File: config.mk
export PLATFORM = sky130hd
export DESIGN_NAME = any1_vagen_flat
export DESIGN_NICKNAME = d
export VERILOG_FILES = /design/src/rtl/any1_vagen_if.sv /design/src/rtl/any1_vagen.sv /design/src/flat_wrapper.sv
export SDC_FILE = /design/constraint.sdc
export NUM_CORES = 1
export LEC_CHECK = 0
export CELL_PAD_IN_SITES_DETAIL_PLACEMENT = 1
export CELL_PAD_IN_SITES_GLOBAL_PLACEMENT = 2
export CORE_UTILIZATION = 35
export CTS_CLUSTER_DIAMETER = 30
export DETAILED_ROUTE_END_ITERATION = 10
export GPL_ROUTABILITY_DRIVEN = 0
export PLACE_DENSITY = 0.92
export SKIP_LAST_GASP = 1
export SLEW_MARGIN = 20
export SYNTH_ARGS = -nofsm -noshare
export SYNTH_HDL_FRONTEND = slang
export SYNTH_SLANG_ARGS = --single-unit
File: constraint.sdc
create_clock -name clk -period 9.4 [get_ports clk]
set_input_delay 1.88 -clock clk [delete_from_list [all_inputs] [get_ports clk]]
set_output_delay 1.88 -clock clk [all_outputs]
set_load 0.01 [all_outputs]
File: src/rtl/any1_vagen_if.sv
// Request, index and effective-address streams of the ANY-1 address sequencer.
// The slave modport is the sequencer side; the master modport is the issuing side.
interface any1_vagen_if #(
    parameter int AWID = 32,
    parameter int VLEN = 64
);
    localparam int EW = $clog2(VLEN);

    logic            req_valid;
    logic            req_ready;
    logic [1:0]      mode;
    logic [AWID-1:0] base;
    logic [AWID-1:0] imm;
    logic [AWID-1:0] stride;
    logic [2:0]      sc;
    logic [EW:0]     count;
    logic [VLEN-1:0] mask;
    logic            idx_valid;
    logic            idx_ready;
    logic [AWID-1:0] idx;
    logic            ea_valid;
    logic            ea_ready;
    logic [AWID-1:0] ea;
    logic [EW-1:0]   ea_elem;
    logic            ea_last;
    logic            done;
    logic            abort;

    modport master (
        output req_valid, mode, base, imm, stride, sc, count, mask,
               idx_valid, idx, ea_ready, abort,
        input  req_ready, idx_ready, ea_valid, ea, ea_elem, ea_last, done
    );

    modport slave (
        input  req_valid, mode, base, imm, stride, sc, count, mask,
               idx_valid, idx, ea_ready, abort,
        output req_ready, idx_ready, ea_valid, ea, ea_elem, ea_last, done
    );
endinterface

File: src/rtl/any1_vagen.sv
// ANY-1 multi-element address sequencer: one op in, one effective address per element out.
// Optional per-element masking is enabled by defining ANY1_VAGEN_MASK_EN.
module any1_vagen #(
    parameter int AWID = 32,
    parameter int VLEN = 64
) (
    input  logic          clk,
    input  logic          rst,
    any1_vagen_if.slave   bus
);
    localparam int EW = $clog2(VLEN);

    localparam logic [0:0]  S_IDLE   = 1'b0;
    localparam logic [0:0]  S_RUN    = 1'b1;
    localparam logic [1:0]  M_SCALAR = 2'd0;
    localparam logic [1:0]  M_SCIDX  = 2'd1;
    localparam logic [1:0]  M_VIDX   = 2'd3;
    localparam logic [EW:0] ELEM_ONE = (EW+1)'(1);
    localparam logic [EW:0] VLEN_C   = (EW+1)'(VLEN);

    logic [0:0]      state_q, state_d;
    logic [1:0]      mode_q, mode_d;
    logic [2:0]      sc_q, sc_d;
    logic [EW:0]     cnt_q, cnt_d;
    logic [EW:0]     elem_q, elem_d;
    logic [AWID-1:0] acc_q, acc_d;
    logic [AWID-1:0] stride_q, stride_d;

    logic            ea_valid_q, ea_valid_d;
    logic [AWID-1:0] ea_q, ea_d;
    logic [EW-1:0]   ea_elem_q, ea_elem_d;
    logic            ea_last_q, ea_last_d;
    logic            done_q, done_d;

    logic [EW:0]     cnt_in_s;
    logic [AWID-1:0] base_sum_s;
    logic            slot_free_s;
    logic            more_s;
    logic            idx_ready_s;
    logic            produce_s;
    logic            first_on_s;
    logic            run_on_s;

`ifdef ANY1_VAGEN_MASK_EN
    logic [VLEN-1:0] mask_q;

    // Element mask captured with the op; a cleared bit turns that element into a silent slot.
    always_ff @(posedge clk) begin
        if (!rst) begin
            mask_q <= '0;
        end else if (state_q == S_IDLE && bus.req_valid) begin
            mask_q <= bus.mask;
        end else begin
            mask_q <= mask_q;
        end
    end

    assign first_on_s = bus.mask[0];
    assign run_on_s   = mask_q[elem_q[EW-1:0]];
`else
    logic mask_unused_s;

    assign mask_unused_s = ^bus.mask;
    assign first_on_s    = 1'b1;
    assign run_on_s      = 1'b1;
`endif

    // Effective element count of an incoming op: scalar forms are one element, others clamp to VLEN.
    always_comb begin
        if (bus.mode == M_SCALAR || bus.mode == M_SCIDX) begin
            cnt_in_s = ELEM_ONE;
        end else if (bus.count > VLEN_C) begin
            cnt_in_s = VLEN_C;
        end else begin
            cnt_in_s = bus.count;
        end
    end

    assign base_sum_s  = bus.base + bus.imm;
    assign slot_free_s = !ea_valid_q || bus.ea_ready;
    assign more_s      = elem_q < cnt_q;
    assign idx_ready_s = (state_q == S_RUN) && (mode_q == M_VIDX) && more_s
                         && slot_free_s && !bus.abort;
    assign produce_s   = (state_q == S_RUN) && more_s && slot_free_s && !bus.abort
                         && (mode_q != M_VIDX || bus.idx_valid);

    // Sequencer next state: op capture, per-element address generation and completion.
    always_comb begin
        state_d    = state_q;
        mode_d     = mode_q;
        sc_d       = sc_q;
        cnt_d      = cnt_q;
        elem_d     = elem_q;
        acc_d      = acc_q;
        stride_d   = stride_q;
        ea_valid_d = ea_valid_q;
        ea_d       = ea_q;
        ea_elem_d  = ea_elem_q;
        ea_last_d  = ea_last_q;
        done_d     = 1'b0;

        case (state_q)
            S_IDLE: begin
                if (bus.req_valid) begin
                    mode_d   = bus.mode;
                    sc_d     = bus.sc;
                    cnt_d    = cnt_in_s;
                    stride_d = bus.stride;
                    if (cnt_in_s == '0) begin
                        done_d = 1'b1;
                    end else if (bus.mode != M_VIDX) begin
                        // Element 0 is formed during accept so the first beat shows next cycle.
                        state_d    = S_RUN;
                        ea_valid_d = first_on_s;
                        ea_d       = (bus.mode == M_SCIDX) ? base_sum_s + (bus.stride << bus.sc)
                                                           : base_sum_s;
                        ea_elem_d  = '0;
                        ea_last_d  = (cnt_in_s == ELEM_ONE);
                        elem_d     = ELEM_ONE;
                        acc_d      = base_sum_s + bus.stride;
                    end else begin
                        state_d    = S_RUN;
                        ea_valid_d = 1'b0;
                        elem_d     = '0;
                        acc_d      = base_sum_s;
                    end
                end else begin
                    state_d = S_IDLE;
                end
            end
            S_RUN: begin
                if (bus.abort) begin
                    state_d    = S_IDLE;
                    ea_valid_d = 1'b0;
                end else begin
                    if (produce_s) begin
                        ea_valid_d = run_on_s;
                        ea_d       = (mode_q == M_VIDX) ? acc_q + (bus.idx << sc_q) : acc_q;
                        acc_d      = (mode_q == M_VIDX) ? acc_q : acc_q + stride_q;
                        ea_elem_d  = elem_q[EW-1:0];
                        ea_last_d  = (elem_q + ELEM_ONE == cnt_q);
                        elem_d     = elem_q + ELEM_ONE;
                    end else if (slot_free_s) begin
                        ea_valid_d = 1'b0;
                    end else begin
                        ea_valid_d = ea_valid_q;
                    end
                    // Every element issued and the output register drained: op complete.
                    if (!more_s && slot_free_s) begin
                        state_d    = S_IDLE;
                        ea_valid_d = 1'b0;
                        done_d     = 1'b1;
                    end else begin
                        state_d = S_RUN;
                    end
                end
            end
            default: begin
                state_d    = S_IDLE;
                ea_valid_d = 1'b0;
            end
        endcase
    end

    // State and output registers with synchronous active-low reset.
    always_ff @(posedge clk) begin
        if (!rst) begin
            state_q    <= S_IDLE;
            mode_q     <= 2'd0;
            sc_q       <= 3'd0;
            cnt_q      <= '0;
            elem_q     <= '0;
            acc_q      <= '0;
            stride_q   <= '0;
            ea_valid_q <= 1'b0;
            ea_q       <= '0;
            ea_elem_q  <= '0;
            ea_last_q  <= 1'b0;
            done_q     <= 1'b0;
        end else begin
            state_q    <= state_d;
            mode_q     <= mode_d;
            sc_q       <= sc_d;
            cnt_q      <= cnt_d;
            elem_q     <= elem_d;
            acc_q      <= acc_d;
            stride_q   <= stride_d;
            ea_valid_q <= ea_valid_d;
            ea_q       <= ea_d;
            ea_elem_q  <= ea_elem_d;
            ea_last_q  <= ea_last_d;
            done_q     <= done_d;
        end
    end

    // req_ready follows rst directly so it is low throughout reset and high on the first cycle after.
    assign bus.req_ready = (state_q == S_IDLE) && rst;
    assign bus.idx_ready = idx_ready_s;
    assign bus.ea_valid  = ea_valid_q;
    assign bus.ea        = ea_q;
    assign bus.ea_elem   = ea_elem_q;
    assign bus.ea_last   = ea_last_q;
    assign bus.done      = done_q;
endmodule

File: src/flat_wrapper.sv
// flat-port wrapper written by rule: the top's interface ports become plain ports
module any1_vagen_flat 
#(
    parameter int AWID = 32,
    parameter int VLEN = 64
)
  (clk, rst, bus_req_valid, bus_mode, bus_base, bus_imm, bus_stride, bus_sc, bus_count, bus_mask, bus_idx_valid, bus_idx, bus_ea_ready, bus_abort, bus_req_ready, bus_idx_ready, bus_ea_valid, bus_ea, bus_ea_elem, bus_ea_last, bus_done);
  any1_vagen_if #(.AWID(AWID), .VLEN(VLEN)) bus_i ();
  input  logic clk;
  input  logic rst;
  input wire logic [$bits(bus_i.req_valid)-1:0] bus_req_valid;
  input wire logic [$bits(bus_i.mode)-1:0] bus_mode;
  input wire logic [$bits(bus_i.base)-1:0] bus_base;
  input wire logic [$bits(bus_i.imm)-1:0] bus_imm;
  input wire logic [$bits(bus_i.stride)-1:0] bus_stride;
  input wire logic [$bits(bus_i.sc)-1:0] bus_sc;
  input wire logic [$bits(bus_i.count)-1:0] bus_count;
  input wire logic [$bits(bus_i.mask)-1:0] bus_mask;
  input wire logic [$bits(bus_i.idx_valid)-1:0] bus_idx_valid;
  input wire logic [$bits(bus_i.idx)-1:0] bus_idx;
  input wire logic [$bits(bus_i.ea_ready)-1:0] bus_ea_ready;
  input wire logic [$bits(bus_i.abort)-1:0] bus_abort;
  output wire logic [$bits(bus_i.req_ready)-1:0] bus_req_ready;
  output wire logic [$bits(bus_i.idx_ready)-1:0] bus_idx_ready;
  output wire logic [$bits(bus_i.ea_valid)-1:0] bus_ea_valid;
  output wire logic [$bits(bus_i.ea)-1:0] bus_ea;
  output wire logic [$bits(bus_i.ea_elem)-1:0] bus_ea_elem;
  output wire logic [$bits(bus_i.ea_last)-1:0] bus_ea_last;
  output wire logic [$bits(bus_i.done)-1:0] bus_done;
  assign bus_i.req_valid = bus_req_valid;
  assign bus_i.mode = bus_mode;
  assign bus_i.base = bus_base;
  assign bus_i.imm = bus_imm;
  assign bus_i.stride = bus_stride;
  assign bus_i.sc = bus_sc;
  assign bus_i.count = bus_count;
  assign bus_i.mask = bus_mask;
  assign bus_i.idx_valid = bus_idx_valid;
  assign bus_i.idx = bus_idx;
  assign bus_i.ea_ready = bus_ea_ready;
  assign bus_i.abort = bus_abort;
  assign bus_req_ready = bus_i.req_ready;
  assign bus_idx_ready = bus_i.idx_ready;
  assign bus_ea_valid = bus_i.ea_valid;
  assign bus_ea = bus_i.ea;
  assign bus_ea_elem = bus_i.ea_elem;
  assign bus_ea_last = bus_i.ea_last;
  assign bus_done = bus_i.done;
  any1_vagen #(.AWID(AWID), .VLEN(VLEN)) u_core (.clk(clk), .rst(rst), .bus(bus_i));
endmodule
==> flow_metrics.env <==
export IMPL_run_status="complete, no violations"
export IMPL_min_path_type="reg -> reg"
export IMPL_layout_cells_most_common_list="sky130_fd_sc_hd__nand2_1, sky130_fd_sc_hd__a21oi_1, sky130_fd_sc_hd__clkdlybuf4s50_1"
export IMPL_drc_errors=0
export IMPL_layout_commonest_cell="sky130_fd_sc_hd__nand2_1"
export IMPL_timing_clock_skew_ns=0.00664
export IMPL_nFillCells=5552
export IMPL_totalPowerFinal_mw=3.21
export IMPL_maxClockFrequency_mhz=145
export IMPL_postCtsSetupBuffers=0
export IMPL_synth_async_reset_ratio=0
export IMPL_arrival_ns=7.26
export IMPL_initial_core_util=0.355
export IMPL_finalSetupViolCount=0
export IMPL_drt_antenna_violating_nets=0
export IMPL_crit_path_start_kind="input port"
export IMPL_cts_tree="built"
export IMPL_synthTopCellsByArea="sky130_fd_sc_hd__dfxtp_1, sky130_fd_sc_hd__ha_1, sky130_fd_sc_hd__a21oi_1"
export IMPL_maximum_number_of_pins_on_one_net_before_global_route_repair=51
export IMPL_worst_path_max_fanout=7
export IMPL_count_of_inserted_antenna_diode_cells=0
export IMPL_overall_global_routing_usage=0.258
export IMPL_transition_time_of_the_tightest_slew_check_pin_ns=0.987
export IMPL_area_growth_syn_to_layout_pct=19.2
export IMPL_routedWlPerCell_um=21.1
export IMPL_end_kind="flip-flop"
export IMPL_avgSynthCellArea_um2=7.45
export IMPL_max_cap_violations=0
export IMPL_place_detailed_hpwl_mm=48.5
export IMPL_detailedRoute_firstIterationViolations=1132
export IMPL_worst_setup_hold_path_clk_slew_ns=0.06
export IMPL_core_rowCount=78
export IMPL_yosysSeqAreaShare=0.155
export IMPL_grt_pass1_vias=17500
export IMPL_drive_above_1_share=0.0775
export IMPL_placedInstanceArea_mm2=0.0185
export IMPL_total_leakage_power_nw=7.74
export IMPL_synth_top_cell_by_area="sky130_fd_sc_hd__dfxtp_1"
export IMPL_via_per_inst=5.96
export IMPL_post_cts_resize_count=0
export IMPL_core_area_mm2=0.0454
export IMPL_htree_num_levels=4
export IMPL_ys_seq_elements=125
export IMPL_max_vdd_ir_drop_mv=0.149
export IMPL_die_outline_area_mm2=0.0469
export IMPL_grt_pass1_wl_mm=96.4
export IMPL_power_density_mw_per_mm2=167
export IMPL_worst_slew_margin_rel=0.339
export IMPL_die_width_um=217
export IMPL_final_nets=2667
export IMPL_timing_setup_tns_ns=0
export IMPL_cp_data_required_time_ns=9.75
export IMPL_max_transition_viols_final=0
export IMPL_detailedRoute_firstPassIterationCount=5
export IMPL_synth_distinct_cells=88
export IMPL_number_of_enable_flip_flop_cells_after_synthesis=0
export IMPL_antenna_found_initial=0
export IMPL_routed_wirelength_mm=61.2
export IMPL_grt_remaining_overflow=0
export IMPL_cts_root_buf="sky130_fd_sc_hd__clkbuf_16"
export IMPL_final_min_clock_period_ns=6.91
export IMPL_mappedNetlistNets=2547
export IMPL_synthFlopType="sky130_fd_sc_hd__dfxtp_1"
export IMPL_clock_buffers_created_by_tritoncts=17
export IMPL_cts_hold_buf=0
export IMPL_clkSinkCount=125
export IMPL_die_height_um=217
export IMPL_buffer_ports_inserted=188
export IMPL_yosys_warnings=0
export IMPL_synth_cell_area_mm2=0.0161
export IMPL_worstSkewPairLatency_ns=0.44
export IMPL_postLayoutCellArea_mm2=0.0192
export IMPL_grt_setup_unrepaired="false"
export IMPL_finalHoldViolations=0
export IMPL_post_route_util=0.424
export IMPL_period_share=0.735
export IMPL_vias=17300
export IMPL_synthesis_instances=2164
export IMPL_netlist_area_leader_share=0.155
export IMPL_timing_setup_critical_path_class="in -> reg"
export IMPL_clock_tree_buffer_depth=2
export IMPL_ios=253
-- final timing paths --
path                     from                end  slack [ns]  depth (start not counted)
min reg2reg  u_core.bus.ea[6]   u_core.bus.ea[6]        0.46                          2
max                bus_imm[1]   u_core.acc_q[24]        2.49                         20
min          u_core.bus.ea[6]   u_core.bus.ea[6]        0.46                          2
max reg2reg    u_core.sc_q[0]  u_core.bus.ea[30]        4.60                         14
-- metrics by stage --
step	cells	setup WS, ns	hold WS (ns)
2_1_floorplan	2164	3.56	0.432
3_3_place_gp	2865	2.18	0.444
3_5_place_dp	2865	2.09	0.454
4_1_cts	2897	2.53	0.462
5_1_grt	2897	2.01	0.490
6_report	2897	2.49	0.461
-- cells in the mapped netlist (6+ instances only) --
master and count:
sky130_fd_sc_hd__o2111ai_1 8, sky130_fd_sc_hd__a31oi_1 26, sky130_fd_sc_hd__nand2b_1 22, sky130_fd_sc_hd__o21bai_1 24
sky130_fd_sc_hd__or3_1 12, sky130_fd_sc_hd__o31ai_1 16, sky130_fd_sc_hd__a221oi_1 9, sky130_fd_sc_hd__a211o_1 11
sky130_fd_sc_hd__nand3b_1 6, sky130_fd_sc_hd__buf_1 14, sky130_fd_sc_hd__nand2_1 289, sky130_fd_sc_hd__nor2_1 167
sky130_fd_sc_hd__inv_1 47, sky130_fd_sc_hd__buf_2 6, sky130_fd_sc_hd__xnor2_1 79, sky130_fd_sc_hd__nand3_1 56
sky130_fd_sc_hd__nor3_1 47, sky130_fd_sc_hd__o21ai_0 135, sky130_fd_sc_hd__xor2_1 53, sky130_fd_sc_hd__mux2i_1 34
sky130_fd_sc_hd__clkbuf_1 93, sky130_fd_sc_hd__a22oi_1 14, sky130_fd_sc_hd__nand4_1 13, sky130_fd_sc_hd__ha_1 168
sky130_fd_sc_hd__o21ai_1 12, sky130_fd_sc_hd__nor2b_1 21, sky130_fd_sc_hd__a21oi_1 247, sky130_fd_sc_hd__nor3b_1 7
sky130_fd_sc_hd__a21o_1 73, sky130_fd_sc_hd__and2_1 10, sky130_fd_sc_hd__mux2_2 47, sky130_fd_sc_hd__o22ai_1 8
sky130_fd_sc_hd__a211oi_1 43, sky130_fd_sc_hd__o221ai_1 8, sky130_fd_sc_hd__dfxtp_1 125, sky130_fd_sc_hd__o21a_1 19
sky130_fd_sc_hd__o211ai_1 41, sky130_fd_sc_hd__and3_1 19, sky130_fd_sc_hd__nor4_1 6, sky130_fd_sc_hd__a31o_2 6
sky130_fd_sc_hd__mux4_2 33
-- kinds of logic (layout without fill, tap and decap cells) --
kind of cell,count (synthesis),count (layout),share of synthesized area
AO/OA/AOI/OAI,760,760,0.303
XOR/XNOR,133,133,0.0727
adder cells (fa/ha/maj),173,173,0.137
buffers and inverters,164,297,0.0387
flip-flops,125,125,0.155
multiplexers,114,114,0.100
AND/OR/NAND/NOR,695,695,0.194
-- state kept, by name, indices dropped and copies added (netlist names) --
register	flops
u_core.acc_q	32
u_core.bus.done	1
u_core.bus.ea	32
u_core.bus.ea_elem	6
u_core.bus.ea_last	1
u_core.bus.ea_valid	1
u_core.cnt_q	7
u_core.elem_q	7
u_core.mode_q	2
u_core.sc_q	3
u_core.state_q	1
u_core.stride_q	32
-- layout make-up --
cell class                 count  area [µm²]  area share
clock buffer                  17         425      0.0221
clock inverter                15         268      0.0139
inverter                      50         188     0.00976
multi-input combinational   1875       13000       0.677
sequential                   125        2500       0.130
tap                          600         751      0.0391
timing repair buffer         215        2080       0.108
-- power breakdown --
| group | internal [mW] | switching (mW) |
|---|---|---|
| Sequential | 0.580 | 0.0580 |
| Clock | 0.524 | 0.266 |
| Combinational | 0.726 | 1.05 |
-- critical path, cell delays in order --
cell and delay, ns:
sky130_fd_sc_hd__clkdlybuf4s50_1 0.45, sky130_fd_sc_hd__ha_1 0.33, sky130_fd_sc_hd__a211oi_1 0.39, sky130_fd_sc_hd__o211ai_2 0.15, sky130_fd_sc_hd__a31oi_1 0.27, sky130_fd_sc_hd__a2111o_1 0.29
sky130_fd_sc_hd__a21oi_1 0.09, sky130_fd_sc_hd__nor2b_1 0.22, sky130_fd_sc_hd__xnor2_1 0.27, sky130_fd_sc_hd__ha_1 0.41, sky130_fd_sc_hd__a21oi_1 0.25, sky130_fd_sc_hd__inv_1 0.07
sky130_fd_sc_hd__a211oi_1 0.24, sky130_fd_sc_hd__o21ai_0 0.19, sky130_fd_sc_hd__a2111oi_0 0.74, sky130_fd_sc_hd__nor3_1 0.22, sky130_fd_sc_hd__a21oi_1 0.22, sky130_fd_sc_hd__xnor2_1 0.14
sky130_fd_sc_hd__o22ai_1 0.15, sky130_fd_sc_hd__a311oi_1 0.27
-- routing by layer --
layer	track usage	wire, µm	part of all wire
met4	0.0545	794	0.013
met5	0	0	0
met1	0.350	28800	0.47
met3	0.0310	3630	0.059
met2	0.436	28000	0.46
(Power assumes the default switching activity.)
